File: src/rtl/seg7_pkg.sv
// rtl/seg7_pkg.sv - shared constants and helpers for the 7-segment scan driver
package seg7_pkg;

  localparam logic [6:0] SEG_OFF = 7'h7F;
  localparam int         NIB_W   = 4;

  // Bit offset of digit idx inside the packed display value.
  function automatic int nib_lsb(input int idx);
    return NIB_W * idx;
  endfunction

endpackage

File: src/rtl/hex_decoder.sv
// rtl/hex_decoder.sv - combinational hex nibble to active-low {g,f,e,d,c,b,a} segments
module hex_decoder (
  input  logic [3:0] i_num,
  output logic [6:0] o_seg7
);

  always_comb begin
    o_seg7 = 7'h7F;
    case (i_num)
      4'h0: o_seg7 = 7'h40;
      4'h1: o_seg7 = 7'h79;
      4'h2: o_seg7 = 7'h24;
      4'h3: o_seg7 = 7'h30;
      4'h4: o_seg7 = 7'h19;
      4'h5: o_seg7 = 7'h12;
      4'h6: o_seg7 = 7'h02;
      4'h7: o_seg7 = 7'h78;
      4'h8: o_seg7 = 7'h00;
      4'h9: o_seg7 = 7'h10;
      4'hA: o_seg7 = 7'h08;
      4'hB: o_seg7 = 7'h03;
      4'hC: o_seg7 = 7'h46;
      4'hD: o_seg7 = 7'h21;
      4'hE: o_seg7 = 7'h06;
      4'hF: o_seg7 = 7'h0E;
      default: o_seg7 = 7'h7F;
    endcase
  end

endmodule

File: src/rtl/seg7_scan_driver.sv
// rtl/seg7_scan_driver.sv - time-multiplexed common-anode display scanner with frame-aligned updates
module seg7_scan_driver
  import seg7_pkg::*;
#(
  parameter int DIGITS      = 4,
  parameter int REFRESH_DIV = 50000,
  parameter int GUARD       = 16
) (
  input  logic                  i_clk,
  input  logic                  i_reset,
  input  logic [4*DIGITS-1:0]   i_value,
  input  logic                  i_load,
  input  logic [DIGITS-1:0]     i_dp,
  input  logic                  i_blank_lz,
  output logic [DIGITS-1:0]     o_anode,
  output logic [6:0]            o_seg7,
  output logic                  o_dp,
  output logic                  o_frame
);

  localparam int PW = (REFRESH_DIV > 1) ? $clog2(REFRESH_DIV) : 1;
  localparam int IW = (DIGITS > 1) ? $clog2(DIGITS) : 1;
  localparam logic [PW-1:0]     PRE_LAST  = PW'(REFRESH_DIV - 1);
  localparam logic [PW-1:0]     GUARD_END = PW'(GUARD);
  localparam logic [IW-1:0]     IDX_LAST  = IW'(DIGITS - 1);
  localparam logic [DIGITS-1:0] ANODE_OFF = '1;
  localparam logic [DIGITS-1:0] ONE_HOT   = DIGITS'(1);

  logic [PW-1:0]       prescaler;
  logic [IW-1:0]       idx;
  logic [4*DIGITS-1:0] shadow, disp;
  logic [DIGITS-1:0]   shadow_dp, disp_dp;
  logic                pend;

  logic                pre_tc, end_of_frame, blank, on;
  logic [3:0]          nib;
  logic [6:0]          dec_seg;
  logic [DIGITS-1:0]   nib_zero, zero_from;

  assign pre_tc       = (prescaler == PRE_LAST);
  assign end_of_frame = pre_tc && (idx == IDX_LAST);
  assign nib          = disp[nib_lsb(int'(idx)) +: 4];

  hex_decoder u_hex_decoder (
    .i_num  (nib),
    .o_seg7 (dec_seg)
  );

  // zero_from[k]: every nibble from the top digit down to k is zero.
  always_comb begin
    nib_zero  = '0;
    zero_from = '0;
    for (int k = 0; k < DIGITS; k++)
      nib_zero[k] = (disp[nib_lsb(k) +: 4] == 4'h0);
    zero_from[DIGITS-1] = nib_zero[DIGITS-1];
    for (int k = DIGITS - 2; k >= 0; k--)
      zero_from[k] = nib_zero[k] & zero_from[k+1];
  end

  assign blank = i_blank_lz && (idx != '0) && zero_from[idx];
  assign on    = (prescaler >= GUARD_END) && !blank;

  always_ff @(posedge i_clk) begin
    if (i_reset) begin
      prescaler <= '0;
      idx       <= '0;
      shadow    <= '0;
      shadow_dp <= '0;
      disp      <= '0;
      disp_dp   <= '0;
      pend      <= 1'b0;
      o_anode   <= ANODE_OFF;
      o_seg7    <= SEG_OFF;
      o_dp      <= 1'b1;
      o_frame   <= 1'b0;
    end else begin
      prescaler <= pre_tc ? '0 : prescaler + 1'b1;
      if (pre_tc)
        idx <= (idx == IDX_LAST) ? '0 : idx + 1'b1;

      // disp only moves on the frame boundary so a frame never mixes two values.
      if (i_load) begin
        shadow    <= i_value;
        shadow_dp <= i_dp;
        if (end_of_frame) begin
          disp    <= i_value;
          disp_dp <= i_dp;
          pend    <= 1'b0;
        end else begin
          pend    <= 1'b1;
        end
      end else if (end_of_frame && pend) begin
        disp    <= shadow;
        disp_dp <= shadow_dp;
        pend    <= 1'b0;
      end

      o_anode <= on ? ~(ONE_HOT << idx) : ANODE_OFF;
      o_seg7  <= on ? dec_seg : SEG_OFF;
      o_dp    <= on ? ~disp_dp[idx] : 1'b1;
      o_frame <= end_of_frame;
    end
  end

endmodule

File: config.mk
export PLATFORM = sky130hd
export DESIGN_NAME = seg7_scan_driver
export DESIGN_NICKNAME = d
export VERILOG_FILES = /design/src/rtl/seg7_pkg.sv /design/src/rtl/hex_decoder.sv /design/src/rtl/seg7_scan_driver.sv
export SDC_FILE = /design/constraint.sdc
export NUM_CORES = 1
export LEC_CHECK = 0
export ABC_AREA = 1
export BUFFER_PORTS_ARGS = -buffer_cell sky130_fd_sc_hd__buf_4
export CORE_AREA = 2 2 99 101
export DETAILED_ROUTE_END_ITERATION = 10
export DIE_AREA = 0 0 101 103
export PLACE_DENSITY = 0.61
export REMOVE_ABC_BUFFERS = 1
export SLEW_MARGIN = 15
export SYNTH_ARGS = -nofsm -noshare
export SYNTH_HDL_FRONTEND = slang
export SYNTH_SLANG_ARGS = --single-unit
File: constraint.sdc
create_clock -name i_clk -period 2.1 [get_ports i_clk]
set_input_delay 0.21 -clock i_clk [delete_from_list [all_inputs] [get_ports i_clk]]
set_output_delay 0.21 -clock i_clk [all_outputs]
set_load 0.01 [all_outputs]
Yosys cells after proc, flatten, opt, wreduce, memory -nomap -nowiden
Memories as Yosys holds them, arrays and structs flattened. A register that Yosys moved wholly into a read port is not among the register bits.
Index checks and enable logic that the tools add are counted.
{ "totals": {"ff_bits": 65, "latch_bits": 0, "mem_bits_rw": 0, "romBits": 112, "inputBits": 24, "output_inout_bits": 13, "word_cells": 55, "mem_count": 1} }
{ "classes": {"n_addsub": 2, "n_mul": 0, "div_mod_pow": 0, "magnitude_cmp": 2, "eq_ne": 3, "shift": 2, "n_mux": 14, "bitwise": 6, "n_reduce_logical": 15} }
{ "memory_table": {"columns": ["name", "depth", "width", "rd", "rd_ports_with_merged_regs", "wr", "line", "source"], "rows": [
  ["(name not given)", 16, 7, 1, 1, 0, "hex_decoder.sv:9", "case (i_num)"]
]} }
{ "ops": {"columns": ["operator", "count"], "rows": [
  ["16-bit two-way mux", 3],
  ["16-bit by 1-bit adder with 16-bit output (second input constant)", 1],
  ["16-bit equality test (second input constant)", 1],
  ["16-bit by 5-bit greater-or-equal comparator with 1-bit output (second input constant)", 1],
  ["4-bit logical NOT", 4],
  ["16-bit by 5-bit variable part select with 4-bit output", 1],
  ["4-bit two-way mux", 3],
  ["1-bit logical AND", 5],
  ["1-bit two-way mux", 5],
  ["1-bit binary-select mux with 2-bit select", 2],
  ["4-bit NOT", 1],
  ["2-bit nonzero test", 2],
  ["2-bit OR reduction", 2],
  ["1-bit by 2-bit << shifter with 4-bit output (first input constant)", 1],
  ["1-bit bitwise AND", 3],
  ["2-bit by 3-bit < comparator with 1-bit output (second input constant)", 1],
  ["2-bit by 1-bit adder with 2-bit output (second input constant)", 1],
  ["2-bit equality test (second input constant)", 1],
  ["2-bit two-way mux", 1],
  ["2-bit by 1-bit inequality test with 1-bit output (second input constant)", 1],
  ["1-bit NOT", 2],
  ["2-bit AND reduction", 1],
  ["1-bit logical NOT", 1]
]} }

Depth between registers and ports, before layout
{ "logic_depth": {"ltp_word": 11, "depth_mapped": 11, "ltp_nobuf": 10} }

Modules after synthesis
Synthesis repeated with hierarchy kept, for this count alone.
{ "unflattened": {"cells_unflattened": 506, "hier_area_um2": 3569.7} }
{ "modules_own_cells": {"columns": ["module", "instances", "cells_per_inst", "area_per_inst_um2", "seq_area_each_um2"], "rows": [
  ["seg7_scan_driver", 1, 457, 3295.7, 1441.4],
  ["hex_decoder", 1, 49, 274.0, 0.0]
]} }

Worst setup path after synthesis
Ideal clock, no wire load.
{ "synth_timing": {"path_type": "register to register", "startpoint": "register idx[0]", "endpoint": "register o_seg7[0]", "setup_time_ns": 0.062, "arrival_ns": 1.550, "required_time_ns": 2.038, "path_slack_ns": 0.488, "path_stages_with_launch": 12, "synth_period_minus_slack_ns": 1.612, "cell_sequence": "dfxtp_1 > buf_2 > buf_4 > nand2_1 > nand3_1 > nand2_1 > inv_1 > ha_1 > inv_1 > o21ai_0 > nand2_1 > nand3_1"} }
{ "synth_via": {"elab_chain_cells": 7, "word_cells_on_any_way": 10, "classes_between": "shift (1); mux (2); bitwise (1); reduce/logical (6)"} }
{ "synth_rtl": {"columns": ["element", "line", "source"], "rows": [
  ["from (decl)", "seg7_scan_driver.sv:30", "logic [IW-1:0] idx;"],
  ["from (signal assigned)", "seg7_scan_driver.sv:79", "idx <= (idx == IDX_LAST) ? '0 : idx + 1'b1;"],
  ["1-bit binary-select mux with 2-bit select or 2-bit nonzero test (tied branches)", "seg7_scan_driver.sv:60", "assign blank = i_blank_lz && (idx != '0) && zero_from[idx];"],
  ["1-bit two-way mux (implied by the code) or 1-bit logical AND (tied branches)", "seg7_scan_driver.sv:60", null],
  ["1-bit logical AND", "seg7_scan_driver.sv:60", null],
  ["1-bit logical NOT", "seg7_scan_driver.sv:61", "assign on = (prescaler >= GUARD_END) && !blank;"],
  ["1-bit logical AND", "seg7_scan_driver.sv:61", null],
  ["1-bit NOT (no line)", null, null],
  ["2-bit OR reduction (no line)", null, null],
  ["to (decl)", "seg7_scan_driver.sv:16", "output logic [6:0] o_seg7,"]
]} }
Parallel ways exist; a longest one is shown, timed or not. The select of a mux whose other input is x is not followed.
A chain may end at the register's enable or synchronous reset.

Worst setup path in the final report
{ "layout_timing": {"startpoint": "register prescaler[0]", "endpoint": "register idx[0]"} }
{ "layout_via": {"elab_chain_cells": 1} }
{ "layout_rtl": {"columns": ["element", "line", "source"], "rows": [
  ["from (decl)", "seg7_scan_driver.sv:29", "logic [PW-1:0] prescaler;"],
  ["from (signal assigned)", "seg7_scan_driver.sv:77", "prescaler <= pre_tc ? '0 : prescaler + 1'b1;"],
  ["16-bit equality test", "seg7_scan_driver.sv:40", "assign pre_tc = (prescaler == PRE_LAST);"]
]} }
Every way passes these cells.

==> qor.yml <==
layout_setup_ws_ns: 0.286
p_leak_nw: 1.83
yosys.area.top_type: "dfxtp_1"
grt_pass1_wl_um: 13200
final_common_cell: "nand2_1"
chipWidth_um: 101
max_freq_mhz: 551
drcViolationCount: 0
synth.distinct_cells: 28
grt-ovfl-total: 0
crit_family: "simple AND/OR/NAND/NOR gates"
stdcell_area_um2: 4160
peakVddDrop_mv: 0.321
place.gp.congestion: 0.816
synthToLayoutAreaGrowth_pct: 15.0
layout_common_cells: "99 x nand2_1, 72 x nor2_1, 71 x dfxtp_1"
cp_max_fo: 22
grt_setup_unrepaired: "no"
grt_pass1_vias: 2953
start_util_pct: 38.3
die_y_um: 103
synthesis.area_um2: 3620
clock-sinks: 72
hpwl_um: 5370
core_region_area_um2: 9460
hold_viol: 0
yosysSeqAreaShare_pct: 39.8
outcome: "completed"
rows: 36
min_period_ns: 1.81
synth_area_per_cell_um2: 7.00
max_slew_margin_pct: 65.2
worst-path-buf-inv: 1
avgViaCountPerCell: 4.64
path_clk_slew_ns: 0.08
drt-total-wl_um: 7440
tightest_slew_ns: 0.520
die_area_um2: 10400
period_share_pct: 86.4
slew_violations: 0
postRouteAntennaNets: 0
dpl_cell_area_um2: 3960
crit_required_ns: 2.38
fin_worst_skew_ns: 0.0127
port_buffers: 36
synth_top_area_share_pct: 39.8
final_core_util_pct: 44.0
gr-usage-all-layers_pct: 15.7
h-tree-depth: 3
cts_setup_buffers: 0
critPathKind: "flip-flop to flip-flop"
holdWs_ns: 0.153
num_vias: 3101
wl_per_cell_um: 11.1
io-pin-count: 37
endpoint_kind: "flip-flop"
pre_cts_slack_ns: 0.198
cap_violations: 0
grt_max_degree: 23
root_buffer: "clkbuf_8"
synth.top_cells.by_area: "dfxtp_1 40%, nand2_1 10%, nor2_1 7.6%, inv_1 6.9%, nand4_1 4.7%"
cts_tree: "done"
yosysWarningCount: 0
layout-drive-gt1-share_pct: 21.1
power.density_nw_per_um2: 644
hold_path.class: "input port to flip-flop"
crit_slowest_cell: "nor2_4"
antennaDiodeCount: 0
numCtsBuffers: 9
max_stage_delay_ns: 0.41
antenna_found_initial: 0
finalSetupViolCount: 0
nets: 585
drtPass1Iterations: 4
clock_path_buffers: 2
path_cells: "ha_1 -> nand2_2 -> nor2_4 -> nand3_2 -> nor2_4 -> buf_4 -> nor2_1 -> nor2_1"
final.setup.tns_ns: 0
drtIter0Drc: 154
cp.arrival_ns: 2.09
startpoint_type: "flip-flop"
clkLatencyLatePin_ns: 0.35
ys_ff_latch: 72
netlist_instances: 517
[through the flow]
stage	power, mW	instances
floorplan	1.52	496
global placement	1.59	652
detailed placement	1.59	652
CTS	2.72	668
global route	2.80	668
finish	2.68	668
[worst reg2reg max path, stage by stage, from the launching register on]
cell,delay (ns)
dfxtp_1,0.38
ha_1,0.21
nand2_2,0.10
nor2_4,0.19
nand3_2,0.11
nor2_4,0.41
buf_4,0.21
nor2_1,0.04
nor2_1,0.10
[Yosys cell counts]
master / n
o21ai_0: 30
clkbuf_1: 11
inv_1: 67
a21boi_0: 1
nor3_1: 5
nor2_2: 1
o21ai_1: 2
clkinv_1: 1
inv_2: 6
or2_0: 1
ha_1: 12
buf_2: 3
nand3_2: 1
nor3_2: 1
nand2_2: 24
nor2_1: 73
nor2_4: 3
nand4_1: 27
nand3_1: 33
nand4_4: 1
xor2_1: 2
a21oi_1: 12
or2_2: 20
dfxtp_1: 72
buf_4: 3
nand2_1: 99
buf_6: 4
nor3b_1: 2
[state kept, by name (all words and copies together), names as in the netlist]
name / cells
idx: 2
o_seg7: 7
o_anode: 4
prescaler: 16
pend: 1
shadow: 16
o_frame: 1
shadow_dp: 4
o_dp: 1
disp: 16
disp_dp: 4
[cell families (layout without fill, tap and decap cells)]
logic type	count (synthesis)	in the layout	share of synthesized area, %
xor+xnor	2	2	0.484
compound gates	45	45	6.29
buf+inv	95	132	11.1
simple gates	291	291	38.2
flops	72	72	39.8
fa+ha+maj	12	12	4.15
[final timing paths]
check / start / endpoint / slack [ns] / cells past startpoint
max: prescaler[0] / idx[0] / 0.29 / 8
min: i_value[9] / shadow[9] / 0.15 / 3
max reg2reg: prescaler[0] / idx[0] / 0.29 / 8
min reg2reg: prescaler[0] / prescaler[0] / 0.47 / 1
[report_power, final]
group / internal [mW] / switching (mW) / total (mW)
Clock: 0.585 / 0.543 / 1.13
Combinational: 0.0701 / 0.0816 / 0.152
Sequential: 1.40 / 0.00855 / 1.40
[area by class of cell]
class                           count  area (µm²)
Fill cell                         993        5300
Multi-Input combinational cell    350        1780
Sequential cell                    72        1440
Timing Repair Buffer               42         315
Inverter                           74         278
Tap cell                          114         143
Clock buffer                       10         138
Clock inverter                      6        67.6
[metal layers]
layer | track usage, % | up-vias | wire length [µm]
met3 | 3.93 | 10 | 310
li1 | - | 1687 | -
met4 | 4.57 | 0 | 100
met1 | 20.8 | 1352 | 3770
met5 | 0 | - | 0
met2 | 25.4 | 52 | 3260
[timing repair]
item,CTS,global route
gates resized for setup,0,2
hold buffers,0,0
endpoints found under the setup margin,0,12
No activity file was read; power rests on OpenSTA's default activity.
